===== config.mk =====
export PLATFORM = sky130hd
export DESIGN_NAME = div_unit
export DESIGN_NICKNAME = d
export VERILOG_FILES = /design/src/rtl/div_unit.sv
export SDC_FILE = /design/constraint.sdc
export NUM_CORES = 1
export LEC_CHECK = 0
export BUFFER_PORTS_ARGS = -buffer_cell sky130_fd_sc_hd__buf_2
export CORE_MARGIN = 1.5
export CORE_UTILIZATION = 60
export DETAILED_ROUTE_END_ITERATION = 10
export PLACE_DENSITY = 0.92
export SLEW_MARGIN = 20
export SYNTH_ARGS = -nofsm -noshare
export SYNTH_HDL_FRONTEND = slang
export SYNTH_SLANG_ARGS = --single-unit

===== constraint.sdc =====
create_clock -name clk -period 7.35 [get_ports clk]
set_input_delay 0.735 -clock clk [delete_from_list [all_inputs] [get_ports clk]]
set_output_delay 0.735 -clock clk [all_outputs]
set_load 0.02 [all_outputs]

===== src/rtl/div_unit.sv =====
// -----------------------------------------------------------------------------
// div_unit
//
// Iterative RV32M divide/remainder unit for a pipelined core. One restoring
// radix-2 step is performed per cycle, so a normal operation takes XLEN
// cycles. Divide-by-zero and signed overflow bypass the iteration and complete
// in a single cycle. The unit raises busy so the hazard controller can stall
// the pipe. The result is held in DONE for as long as stall_M is high.
//
// Ports
//   clk      in   rising-edge clock
//   rst_n    in   asynchronous active-low reset
//   start    in   divide/remainder op presented by the execute stage
//   op       in   00 DIV, 01 DIVU, 10 REM, 11 REMU
//   a        in   dividend (sampled when start is accepted)
//   b        in   divisor  (sampled when start is accepted)
//   flush_E  in   abort the operation; this has priority over start and stall_M
//   stall_M  in   hold the completed result in DONE
//   busy     out  stall request (combinational)
//   done     out  result valid (high only in DONE)
//   result   out  quotient or remainder (registered)
// -----------------------------------------------------------------------------
module div_unit #(
    parameter int XLEN = 32
) (
    input  logic            clk,
    input  logic            rst_n,
    input  logic            start,
    input  logic [1:0]      op,
    input  logic [XLEN-1:0] a,
    input  logic [XLEN-1:0] b,
    input  logic            flush_E,
    input  logic            stall_M,
    output logic            busy,
    output logic            done,
    output logic [XLEN-1:0] result
);

    localparam int CW = $clog2(XLEN);
    localparam logic [XLEN-1:0] INT_MIN = {1'b1, {(XLEN-1){1'b0}}};

    typedef enum logic [1:0] {
        IDLE = 2'd0,
        RUN  = 2'd1,
        DONE = 2'd2
    } state_t;

    state_t state_reg, state_next;

    logic [1:0]      op_reg;
    logic [XLEN-1:0] quot_reg;      // holds the dividend and shifts in quotient bits
    logic [XLEN-1:0] rem_reg;       // partial remainder
    logic [XLEN-1:0] divisor_reg;
    logic [CW-1:0]   count_reg;
    logic            q_neg_reg;
    logic            r_neg_reg;
    logic [XLEN-1:0] result_reg;

    // ------------------------------------------------------------------
    // Operand decode for the accept cycle
    // ------------------------------------------------------------------
    logic            accept;
    logic            is_signed;
    logic            a_neg, b_neg;
    logic [XLEN-1:0] a_mag, b_mag;
    logic            div_zero, overflow, special;
    logic [XLEN-1:0] special_res;

    assign accept    = (state_reg == IDLE) && start && !flush_E;
    assign is_signed = ~op[0];
    assign a_neg     = is_signed & a[XLEN-1];
    assign b_neg     = is_signed & b[XLEN-1];
    assign a_mag     = a_neg ? (XLEN'(0) - a) : a;
    assign b_mag     = b_neg ? (XLEN'(0) - b) : b;
    assign div_zero  = (b == '0);
    assign overflow  = is_signed && (a == INT_MIN) && (b == '1);
    assign special   = div_zero | overflow;

    // Divide by zero: quotient all ones, remainder is the raw dividend.
    // Signed overflow: quotient INT_MIN, remainder zero.
    always_comb begin
        special_res = '0;
        if (div_zero)
            special_res = op[1] ? a : '1;
        else
            special_res = op[1] ? '0 : INT_MIN;
    end

    // ------------------------------------------------------------------
    // One restoring step: shift the next dividend bit into the remainder,
    // subtract the divisor if it fits. The trial value needs one extra bit
    // because the shifted remainder may reach 2*divisor-1.
    // ------------------------------------------------------------------
    logic [XLEN:0]   trial;
    logic            fits;
    logic [XLEN-1:0] diff;
    logic [XLEN-1:0] rem_step;
    logic [XLEN-1:0] quot_step;
    logic            last_step;
    logic [XLEN-1:0] final_q, final_r, final_res;

    assign trial     = {rem_reg, quot_reg[XLEN-1]};
    assign fits      = trial >= {1'b0, divisor_reg};
    assign diff      = trial[XLEN-1:0] - divisor_reg;
    assign rem_step  = fits ? diff : trial[XLEN-1:0];
    assign quot_step = {quot_reg[XLEN-2:0], fits};
    assign last_step = (count_reg == CW'(XLEN-1));

    assign final_q   = q_neg_reg ? (XLEN'(0) - quot_step) : quot_step;
    assign final_r   = r_neg_reg ? (XLEN'(0) - rem_step)  : rem_step;
    assign final_res = op_reg[1] ? final_r : final_q;

    // ------------------------------------------------------------------
    // FSM
    // ------------------------------------------------------------------
    always_ff @(posedge clk or negedge rst_n) begin
        if (!rst_n)
            state_reg <= IDLE;
        else
            state_reg <= state_next;
    end

    always_comb begin
        state_next = state_reg;
        if (flush_E) begin
            state_next = IDLE;
        end else begin
            unique case (state_reg)
                IDLE: if (start)     state_next = special ? DONE : RUN;
                RUN:  if (last_step) state_next = DONE;
                DONE: if (!stall_M)  state_next = IDLE;
                default:             state_next = IDLE;
            endcase
        end
    end

    // busy is gated by rst_n so that it is low during reset even with start high.
    assign busy   = rst_n && ((state_reg == RUN) || accept);
    assign done   = (state_reg == DONE);
    assign result = result_reg;

    // ------------------------------------------------------------------
    // Datapath. A flush in RUN freezes the datapath; the contents are
    // irrelevant because the next accept reloads every register.
    // result_reg is written only on entry to DONE, so it keeps its last
    // completed value otherwise.
    // ------------------------------------------------------------------
    always_ff @(posedge clk or negedge rst_n) begin
        if (!rst_n) begin
            op_reg      <= '0;
            quot_reg    <= '0;
            rem_reg     <= '0;
            divisor_reg <= '0;
            count_reg   <= '0;
            q_neg_reg   <= 1'b0;
            r_neg_reg   <= 1'b0;
            result_reg  <= '0;
        end else if (accept) begin
            op_reg      <= op;
            quot_reg    <= a_mag;
            rem_reg     <= '0;
            divisor_reg <= b_mag;
            count_reg   <= '0;
            q_neg_reg   <= a_neg ^ b_neg;
            r_neg_reg   <= a_neg;
            if (special)
                result_reg <= special_res;
        end else if ((state_reg == RUN) && !flush_E) begin
            quot_reg  <= quot_step;
            rem_reg   <= rem_step;
            count_reg <= count_reg + CW'(1);
            if (last_step)
                result_reg <= final_res;
        end
    end

endmodule


==> impl_metrics.ini <==
[detailed_routing]
drt-pass1-iter-count = 6
drc = 0
drtIter0Drc = 1641
num_vias = 11360
vias_per_cell = 6.722
ant_nets = 0
routed_wl_um = 34140
wl_per_cell_um = 20.20

[sta]
max_freq_mhz = 187.9
tightest_slew_ps = 1132
finalClockSkew_ps = 9.487
min_period_over_period_pct = 72.39
finalSetupViolCount = 0
hold_violations = 0
max_slew_margin_pct = 24.37
finalMaxSlewViolations = 0
rsz0062_at_grt = no
fin_tns_setup_ps = 0
holdWs_ps = 275.4
period_minus_slack_ps = 5321

[clocking]
cts_tree = done
post_cts_buffers = 0
ctsResizeCount = 0
holdBufCountCts = 0
cts.sinks = 138
htreeDepth = 4
clkTransAtPathRegs_ps = 60
cts_buffers = 17
cts_buffer_depth = 2
clk_latency_ps = 440
cts-root-buf = clkbuf_16

[floorplanning]
ios = 105
core_sq_mm = 0.01821
rows = 49
start_util_pct = 61.93
die_area_sq_mm = 0.01962
die_w_um = 140.1
die_h_um = 140.1

[global_routing]
grt_antenna_before_repair = 0
globalRouteMet2Util_pct = 56.48
grt_pass1_vias = 10700
grt_max_degree = 99
grt_pass1_wl_um = 55370
global_route.usage.total_pct = 35.23
grtUsageMet3_pct = 5.470
use_met1_pct = 47.76
grt-busiest-layer = met2
gr-total-overflow = 0

[power]
ir_worst_vdd_mv = 0.2304
switching_share_pct = 47.86
power_switching_mw = 2.270
comb_power_share_pct = 56.6
power_leakage_nw = 5.419
intPower_mw = 2.473
power_density_mw_per_mm2 = 379.9
seq_power_share_pct = 23.5
clock_power_share_pct = 19.9

[synthesis]
ys_top_cells_by_area = dfrtp_1 31%, o21ai_0 7.6%, nand2_1 6.2%
synth_top_area_share_pct = 30.63
synth_warnings = 0
synth_cell_types = 98
ys_seq_area_share_pct = 30.63
syn-instance-count = 1390
netlist_area_sq_mm = 0.01128
synth.net_count = 1501
synth_edf_count = 0
async_reset_ff_share_pct = 100.0
synthFlopType = dfrtp_1
ys_ff_latch = 138
avgSynthCellArea_sq_um = 8.112
yosys.area.top_type = dfrtp_1

[layout]
post-route-cell-area_sq_mm = 0.01248
fillerInstances = 1448
final_layout_size_suffix_gt1_share_pct = 13.48
stdcell_count = 1690
n_antenna_cell = 0
nNetsFinal = 1559
synthToLayoutAreaGrowth_pct = 10.72

[setup_path]
crit_type = flop to flop
endpoint_kind = flop
worstPathArrival_ps = 5680
r2r-start = rem_reg[25]
cp-start-kind = flop
crit_path_start = rem_reg[25]
critical_path_required_ps = 7710
critPathMaxFanout = 29

[place]
dp_hpwl_um = 24700
placed_area_sq_mm = 0.01185
place_inst = 1658
portBuffers = 104
gp_congestion = 0.9693

[status]
status = complete, no violations

[run]
drv_cap = 0

[worst_hold_path]
worstHoldPathType = input pin to asynchronous set/reset pin
-- final timing paths --
| check | depth (start not counted) | slack [ps] | endpoint |
|---|---|---|---|
| max | 20 | 2030 | result[28] |
| min | 1 | 280 | divisor_reg[23] |
| max reg2reg | 20 | 2030 | result[28] |
| min reg2reg | 2 | 460 | result[2] |
| max in group asynchronous | 2 | 5890 | rem_reg[3] |
| min in group clk | 2 | 460 | result[2] |
-- routing by layer --
metal  up-vias  wire length, um
met3       118             3278
met2       748            15830
li1       5169                -
met5         -                0
met4         0             1301
met1      5325            13720
-- critical path: stages (launching register included) --
cell and delay [ps]:
dfrtp_1 400, ha_1 390, a21oi_1 290, nor2_1 80
a211oi_2 360, nor2_1 130, nor3_2 460, nand2_4 90
inv_2 130, buf_4 350, mux2i_1 330, ha_1 250
and2_1 200, or4b_2 620, nor2_1 110, a32o_1 160
nand3_1 110, nor4_1 280, o211ai_1 170, mux2i_1 160
nor2b_1 150
-- power groups by stage --
| stage | Sequential, mW | Clock [mW] | Combinational, mW |
|---|---|---|---|
| detailed placement | 1.12 | 0 | 2.59 |
| global placement | 1.11 | 0 | 2.55 |
| CTS | 1.10 | 0.938 | 2.62 |
| finish | 1.12 | 0.943 | 2.68 |
| floorplan | 1.04 | 0 | 2.03 |
| global route | 1.13 | 0.971 | 2.91 |
-- per-stage QoR --
step	utilization [%]	total power, mW	worst slack, ps
floorplan	-	3.066	2232
global placement	65.05	3.656	2397
detailed placement	65.05	3.707	2208
CTS	68.53	4.659	2176
global route	68.56	5.014	1621
finish	68.56	4.743	2029
-- area by class of cell --
cell class	instances	area, sq um	area share (%)
multi-input combinational	1119	7284	58.35
sequential	138	3453	27.66
timing repair buffer	115	613.1	4.911
clock buffer	20	446.7	3.578
tap	229	286.5	2.295
inverter	57	214.0	1.714
clock inverter	12	186.4	1.493
-- cells in the mapped netlist (all sizes together), types with 9 or more instances --
cell type  instances
clkbuf            52
a31oi             11
xnor2             71
o221ai            15
a211oi            11
xor2              72
a22oi             34
a21o              15
or3               16
nand3             15
nor3              31
nand2            187
nand4             22
or4               18
o31ai             27
inv               56
o211ai            12
buf               24
mux2i             24
nor2              93
a21oi             77
o21ai            179
o41ai             12
dfrtp            138
nand2b            12
ha                39
and3               9
or2               11
nor4              16
-- cell usage in the layout (no fill, tap or decap), types with 11 or more instances in the layout --
cell type,netlist,layout
inv_1,55,55
dfrtp_1,138,138
ha_1,39,39
clkbuf_16,0,17
o31ai_1,26,26
o211ai_1,12,12
xor2_1,72,72
or3_1,15,15
o21ai_0,171,171
nor3_1,29,29
nand3_1,15,15
nor4_1,13,13
nor2_1,92,91
a21oi_1,77,77
nand4_1,20,20
a22oi_1,33,33
xnor2_1,71,71
o41ai_1,11,11
o221ai_1,15,15
or4_1,15,15
mux2i_1,23,23
a21o_1,15,15
buf_2,17,103
nand2_1,186,185
-- cell families after synthesis --
group                    after synthesis  share of synthesized area, %
AND/OR/NAND/NOR                      466                         20.54
AO/OA/AOI/OAI                        444                         25.94
XOR/XNOR                             143                         11.11
flip-flops                           138                         30.63
buffers and inverters                133                         4.916
adder cells (fa/ha/maj)               40                         4.505
multiplexers                          26                         2.363
(Power assumes the default switching activity.)
